## src/rtl/calc_pkg.sv

```systemverilog
// Shared types for the calculator sequencer: FSM states, key indices and
// the decoded key event passed from the pushbutton front end to the FSM.
package calc_pkg;

  typedef enum logic [1:0] {ENTRY_A, ENTRY_B, EXEC, SHOW} state_t;

  localparam int KEY_ADD = 16;
  localparam int KEY_SUB = 17;
  localparam int KEY_EQ  = 18;
  localparam int KEY_CLR = 19;

  typedef enum logic [2:0] {NONE, DIGIT, OP, EQ, CLR} key_kind_t;

  // value carries the hex digit for DIGIT, or 1 = sub / 0 = add for OP
  typedef struct packed {
    key_kind_t  kind;
    logic [3:0] value;
  } key_ev_t;

endpackage

```

## src/rtl/calc_sequencer_if.sv

```systemverilog
// Button, adder and display signals between calc_sequencer and its parent.
// master = the parent (drives buttons and the adder sum), slave = the sequencer.
interface calc_sequencer_if #(parameter int W = 8);
  logic [20:0]  pb;
  logic [W-1:0] add_a;
  logic [W-1:0] add_b;
  logic         add_ci;
  logic [W-1:0] add_s;
  logic         add_co;
  logic [W-1:0] disp;
  logic         carry;
  logic         ovf;
  logic         busy;
  logic         op_sub;

  modport master (
    output pb, add_s, add_co,
    input  add_a, add_b, add_ci, disp, carry, ovf, busy, op_sub
  );

  modport slave (
    input  pb, add_s, add_co,
    output add_a, add_b, add_ci, disp, carry, ovf, busy, op_sub
  );
endinterface

```

## src/rtl/pb_edge.sv

```systemverilog
// Pushbutton rising-edge detector and priority encoder: one key event per cycle,
// clear > equals > sub > add > lowest digit.
module pb_edge
  import calc_pkg::*;
(
  input  logic        clk,
  input  logic        rst_n,
  input  logic [20:0] pb_i,
  output key_ev_t     ev_o
);

  logic [19:0] pb_q;
  logic        armed_q;
  logic [19:0] rise;
  logic        unused_pb;

  assign unused_pb = pb_i[20];

  // armed_q masks the first edge after reset, so a button held through reset
  // must be released and pressed again before it produces an event.
  // NOTE: sequential state uses non-blocking assignments so every register
  // samples pre-edge values regardless of statement order.
  always_ff @(posedge clk) begin
    if (!rst_n) begin
      pb_q    <= '0;
      armed_q <= 1'b0;
    end else begin
      pb_q    <= pb_i[19:0];
      armed_q <= 1'b1;
    end
  end

  assign rise = armed_q ? (pb_i[19:0] & ~pb_q) : '0;

  // NOTE: ev_o gets a full default before any branch so no path leaves it
  // unassigned, which would otherwise infer a latch.
  always_comb begin
    ev_o = '{kind: NONE, value: 4'h0};
    if (rise[KEY_CLR]) begin
      ev_o.kind = CLR;
    end else if (rise[KEY_EQ]) begin
      ev_o.kind = EQ;
    end else if (rise[KEY_SUB]) begin
      ev_o = '{kind: OP, value: 4'h1};
    end else if (rise[KEY_ADD]) begin
      ev_o = '{kind: OP, value: 4'h0};
    end else begin
      for (int i = 15; i >= 0; i--) begin
        if (rise[i]) begin
          ev_o.kind  = DIGIT;
          ev_o.value = 4'(i);
        end
      end
    end
  end

endmodule

```

## src/rtl/calc_sequencer.sv

```systemverilog
// Calculator sequencer: collects two hex operands and an operator from key
// events, drives the external adder for one EXEC cycle and registers the result.
module calc_sequencer
  import calc_pkg::*;
#(
  parameter int W = 8
) (
  input logic             hz100,
  input logic             reset,
  calc_sequencer_if.slave bus
);

  key_ev_t      key_ev;
  state_t       state_q;
  logic [W-1:0] entry_q;
  logic [W-1:0] a_q;
  logic [W-1:0] b_q;
  logic         op_sub_q;
  logic [W-1:0] result_q;
  logic         carry_q;
  logic         ovf_q;
  logic [W-1:0] add_b;

  pb_edge u_pb_edge (
    .clk   (hz100),
    .rst_n (reset),
    .pb_i  (bus.pb),
    .ev_o  (key_ev)
  );

  assign add_b = op_sub_q ? ~b_q : b_q;

  // Clear acts like reset on every register here; pb_edge keeps sampling.
  always_ff @(posedge hz100) begin
    if (!reset || key_ev.kind == CLR) begin
      state_q  <= ENTRY_A;
      entry_q  <= '0;
      a_q      <= '0;
      b_q      <= '0;
      op_sub_q <= 1'b0;
      result_q <= '0;
      carry_q  <= 1'b0;
      ovf_q    <= 1'b0;
    end else begin
      unique case (state_q)
        ENTRY_A: begin
          case (key_ev.kind)
            DIGIT: entry_q <= {entry_q[W-5:0], key_ev.value};
            OP: begin
              a_q      <= entry_q;
              op_sub_q <= key_ev.value[0];
              entry_q  <= '0;
              state_q  <= ENTRY_B;
            end
            default: ;
          endcase
        end
        ENTRY_B: begin
          case (key_ev.kind)
            DIGIT: entry_q  <= {entry_q[W-5:0], key_ev.value};
            OP:    op_sub_q <= key_ev.value[0];
            EQ: begin
              b_q     <= entry_q;
              state_q <= EXEC;
            end
            default: ;
          endcase
        end
        EXEC: begin
          // carry holds borrow for sub: the adder carries out exactly when A >= B
          result_q <= bus.add_s;
          carry_q  <= bus.add_co ^ op_sub_q;
          ovf_q    <= (a_q[W-1] == add_b[W-1]) & (bus.add_s[W-1] != a_q[W-1]);
          state_q  <= SHOW;
        end
        SHOW: begin
          case (key_ev.kind)
            DIGIT: begin
              entry_q <= W'(key_ev.value);
              state_q <= ENTRY_A;
            end
            OP: begin
              a_q      <= result_q;
              op_sub_q <= key_ev.value[0];
              entry_q  <= '0;
              state_q  <= ENTRY_B;
            end
            EQ: begin
              a_q     <= result_q;
              state_q <= EXEC;
            end
            default: ;
          endcase
        end
      endcase
    end
  end

  assign bus.add_a  = a_q;
  assign bus.add_b  = add_b;
  assign bus.add_ci = op_sub_q;
  assign bus.disp   = (state_q == ENTRY_A || state_q == ENTRY_B) ? entry_q : result_q;
  assign bus.carry  = carry_q;
  assign bus.ovf    = ovf_q;
  assign bus.busy   = (state_q == EXEC);
  assign bus.op_sub = op_sub_q;

endmodule

```

## src/flat_wrapper.sv

```systemverilog
// flat-port wrapper written by rule: the top's interface ports become plain ports
module calc_sequencer_flat import calc_pkg::*;
#(
  parameter int W = 8
)
  (hz100, reset, bus_pb, bus_add_s, bus_add_co, bus_add_a, bus_add_b, bus_add_ci, bus_disp, bus_carry, bus_ovf, bus_busy, bus_op_sub);
  calc_sequencer_if #(.W(W)) bus_i ();
  input logic hz100;
  input logic reset;
  input wire logic [$bits(bus_i.pb)-1:0] bus_pb;
  input wire logic [$bits(bus_i.add_s)-1:0] bus_add_s;
  input wire logic [$bits(bus_i.add_co)-1:0] bus_add_co;
  output wire logic [$bits(bus_i.add_a)-1:0] bus_add_a;
  output wire logic [$bits(bus_i.add_b)-1:0] bus_add_b;
  output wire logic [$bits(bus_i.add_ci)-1:0] bus_add_ci;
  output wire logic [$bits(bus_i.disp)-1:0] bus_disp;
  output wire logic [$bits(bus_i.carry)-1:0] bus_carry;
  output wire logic [$bits(bus_i.ovf)-1:0] bus_ovf;
  output wire logic [$bits(bus_i.busy)-1:0] bus_busy;
  output wire logic [$bits(bus_i.op_sub)-1:0] bus_op_sub;
  assign bus_i.pb = bus_pb;
  assign bus_i.add_s = bus_add_s;
  assign bus_i.add_co = bus_add_co;
  assign bus_add_a = bus_i.add_a;
  assign bus_add_b = bus_i.add_b;
  assign bus_add_ci = bus_i.add_ci;
  assign bus_disp = bus_i.disp;
  assign bus_carry = bus_i.carry;
  assign bus_ovf = bus_i.ovf;
  assign bus_busy = bus_i.busy;
  assign bus_op_sub = bus_i.op_sub;
  calc_sequencer #(.W(W)) u_core (.hz100(hz100), .reset(reset), .bus(bus_i));
endmodule
```

## config.mk

```make
export PLATFORM = sky130hd
export DESIGN_NAME = calc_sequencer_flat
export DESIGN_NICKNAME = d
export VERILOG_FILES = /design/src/rtl/calc_pkg.sv /design/src/rtl/calc_sequencer_if.sv /design/src/rtl/pb_edge.sv /design/src/rtl/calc_sequencer.sv /design/src/flat_wrapper.sv
export SDC_FILE = /design/constraint.sdc
export NUM_CORES = 1
export LEC_CHECK = 0
export CORE_UTILIZATION = 50
export DETAILED_ROUTE_END_ITERATION = 8
export PLACE_DENSITY = 0.79
export RECOVER_POWER = 100
export SKIP_LAST_GASP = 1
export SYNTH_ARGS = -nofsm -noshare
export SYNTH_HDL_FRONTEND = slang
export SYNTH_HIERARCHICAL = 1
export SYNTH_SLANG_ARGS = --single-unit
```

## constraint.sdc

```tcl
create_clock -name hz100 -period 3.63 [get_ports hz100]
set_clock_uncertainty 0.2 [all_clocks]
set_input_delay 0.9075 -clock hz100 [delete_from_list [all_inputs] [get_ports hz100]]
set_output_delay 0.9075 -clock hz100 [all_outputs]
set_load 0.005 [all_outputs]
```

==> results.md <==
- Outcome: complete, no violations
- Commonest non-fill, non-tap cells in the layout: dfxtp_1 (58), clkdlybuf4s50_1 (32), buf_4 (30)
- Wire per inst: 14.8 um
- I/O pins: 61
- Worst reg2reg path endpoint: u_core/bus.add_a[5]
- DR vias: 2,608
- Critical path type: in2reg
- Mapped Cells: 315
- Final instance area: 0.00395 mm2
- Die width: 77.9 um
- Vias in the first global route: 2,543
- Pint: 1.36 mW
- Synth Net Count: 347
- DIE AREA: 0.00608 mm2
- Final #Nets: 428
- Post-synthesis sequential area ratio: 40.3%
- Met2 Wirelength: 3580 um
- Post-synth EDFFs: 0
- Initial DRC count: 175
- Synth top area share: 40.3%
- Max Freq: 281 MHz
- Hpwl dp: 4800 um
- Class of the worst hold path: reg2reg
- Critical Path RT: 3.65 ns
- Top_reg_cell synth: dfxtp_1
- Critical Path AT: 3.58 ns
- Ant. Diodes: 0
- Row cnt: 27
- Met3 wire length: 310 um
- R2r setup slk: 0.79 ns
- Slew Limit Fails: 0
- Post-CTS Setup Inserts: 0
- P_sw: 0.410 mW
- Post-route DRC: 0
- Core area: 0.00554 mm2
- Clock Latency Late Sink: 0.34 ns
- Async SR Flop Fraction: 0%
- H-tree depth: 3
- Synth area leaders: dfxtp_1 (40%), and2_1 (4.3%), a21oi_1 (3.8%), nor2b_1 (3.7%), a211oi_1 (3.1%)
- Worst slew margin: 43.2%
- Global Route Usage Sum: 24.8%
- Gate power share: 15.5%
- Worst Tran Pin Value: 0.853 ns
- Final Wtd Congestion: 0.797
- Flops & latches, synth: 58
- VDD IR max: 0.000295 V
- Warnings from Yosys: 6
- I/O Buffers: 59
- Cell Area, Synth: 0.00288 mm2
- Total CTS buffers: 9
- CP startpoint: bus_pb[7]
- Hold path start: u_core/bus.add_a[5]
- Reg2reg path depth: 8
- Reg power frac: 39.0%
- Critical path startpoint category: input port
- Clock-pin slew on the worst setup and hold paths: 0.06 ns
- Non-Filler Instances: 473
- Final Cycle Share: 98.0%
- P_leak: 1.63 nW
- Root buffer cell: clkbuf_8
- Commonest non-fill, non-tap cell in the layout: dfxtp_1
- Net Sw Frac: 23.2%
- Post-synth cell types: 50
- Final hold violation count: 0
- Starting density of the core: 52.1%
- Tmin final: 3.56 ns
- Total placed cells including tap cells: 457
- TritonCTS clock tree: done
- First-pass GRT wire length: 11,600 um
- Setup crit end kind: flop
- Antenna viol nets, final: 0
- TritonRoute pass-1 iters: 4
- Pin count of the biggest net entering global routing: 29
- Cell taking the most area after synthesis: dfxtp_1
- Power per cell area: 447 mW/mm2
- Fill cell count: 443
- Routed vias/inst: 5.51
- Final Setup Violations: 0
- Area Overhead vs Synth: 36.9%
- Share of layout cells above drive strength 1: 19.0%
- GR Overflow Total: 0
- CTS Hold Bufs: 0
- Clock buffer depth: 2
- Maxcap violations: 0
- Worst R2R Start: u_core/u_pb_edge/armed_q
- Clock power share: 45.5%
- Highest routed metal layer: met4
- Initial antenna violation count: 0
- M1 WL: 2980 um
- Setup crit end: u_core/bus.add_a[5]
- RSZ-0062 raised after global routing: true
- Mean post-synth cell area: 9.16 um2
- Dpl cell area: 0.00369 mm2
- Worst-path fanout max: 6
- Detailed-route wire length: 7020 um
- Die Ht: 77.9 um
- Clock sinks: 58
repair_timing:
item | in CTS | in global routing
endpoints found under the setup margin | 0 | 5
hold endpoints to repair | 0 | 0
resized for setup | 0 | 0
power by group through the flow:
stage	clock network (mW)	logic [mW]	registers, mW
2_1_floorplan	0	0.158	0.692
3_3_place_gp	0	0.268	0.702
3_5_place_dp	0	0.274	0.704
4_1_cts	0.814	0.279	0.690
5_1_grt	0.845	0.299	0.693
6_report	0.803	0.273	0.690
critical path, stage by stage:
cell and delay, ns:
clkdlybuf4s50_1 0.43, nor2b_4 0.15, o21ai_1 0.20, nand3_1 0.15, o41ai_2 0.38, a21oi_1 0.13, or3_1 0.41, a2111oi_0 0.58
buf_4 0.20, a211oi_1 0.04
logic make-up after synthesis:
kind of cell / count (synthesis) / share of synthesized area, %
flops: 58 / 40.3
simple gates: 117 / 25.6
mux: 9 / 3.47
xor+xnor: 10 / 3.04
compound gates: 89 / 21.6
buf+inv: 32 / 6.07
metal layers:
metal  vias up  global-route usage, %
li1       1277                      -
met1      1238                   28.4
met2        80                   43.4
met3        13                   4.71
met4         0                   13.5
met5         -                      0
how the worst min path moves through the flow:
| stage | to | slack (ns) | cells after the start |
|---|---|---|---|
| after floorplan | u_core/result_q[1] | 0.24 | 2 |
| after global placement | u_core/bus.add_a[5] | 0.24 | 2 |
| after detailed placement | u_core/bus.add_a[6] | 0.25 | 2 |
| after CTS | u_core/bus.add_a[6] | 0.26 | 2 |
| after global routing | u_core/bus.add_a[5] | 0.28 | 2 |
| final | u_core/bus.add_a[5] | 0.25 | 2 |
through the flow:
step | total power, mW | util [%] | setup WS (ns) | setup TNS [ns] | hold WS (ns)
5_1_grt | 1.84 | 71.3 | -0.111 | -0.309 | 0.278
6_report | 1.77 | 71.3 | 0.0712 | 0 | 0.252
3_3_place_gp | 0.970 | 66.6 | -0.200 | -1.48 | 0.240
4_1_cts | 1.78 | 71.4 | 0.0880 | 0 | 0.262
2_1_floorplan | 0.850 | - | 0.525 | 0 | 0.241
3_5_place_dp | 0.978 | 66.6 | -0.228 | -1.65 | 0.253
state kept, by name, indices dropped and copies added, names as in the netlist:
name	count
u_core/bus.add_a	8
u_core/bus.ovf	1
u_core/state_q	2
u_core/bus.carry	1
u_core/bus.add_ci	1
u_core/result_q	8
u_core/u_pb_edge/pb_q	20
u_core/entry_q	8
u_core/u_pb_edge/armed_q	1
u_core/b_q	8
Yosys cell counts, drive strengths merged (2+ instances only):
master   count
a2111oi      8
and2        23
nor2         5
nand2b       9
inv         10
or3b         2
dfxtp       58
o21ai       19
xor2         8
a21boi       9
nor3b        5
a211oi      12
mux2         8
and3         8
a21oi       22
nor2b       24
buf         17
a31oi        2
nand2       23
xnor2        2
clkbuf       5
nand3       11
nor3         4
or3          2
a32o         8
layout make-up:
cell class              instances  area, um2  area share [%]
flip-flops and latches         58       1160            29.4
well taps                      72       90.1            2.28
clock buffers                  11        141            3.58
clock inverters                 5        125            3.17
repair buffers                 92        845            21.4
inverters                      10       37.5           0.951
multi-input cells             225       1550            39.2
(Power assumes the default switching activity.)
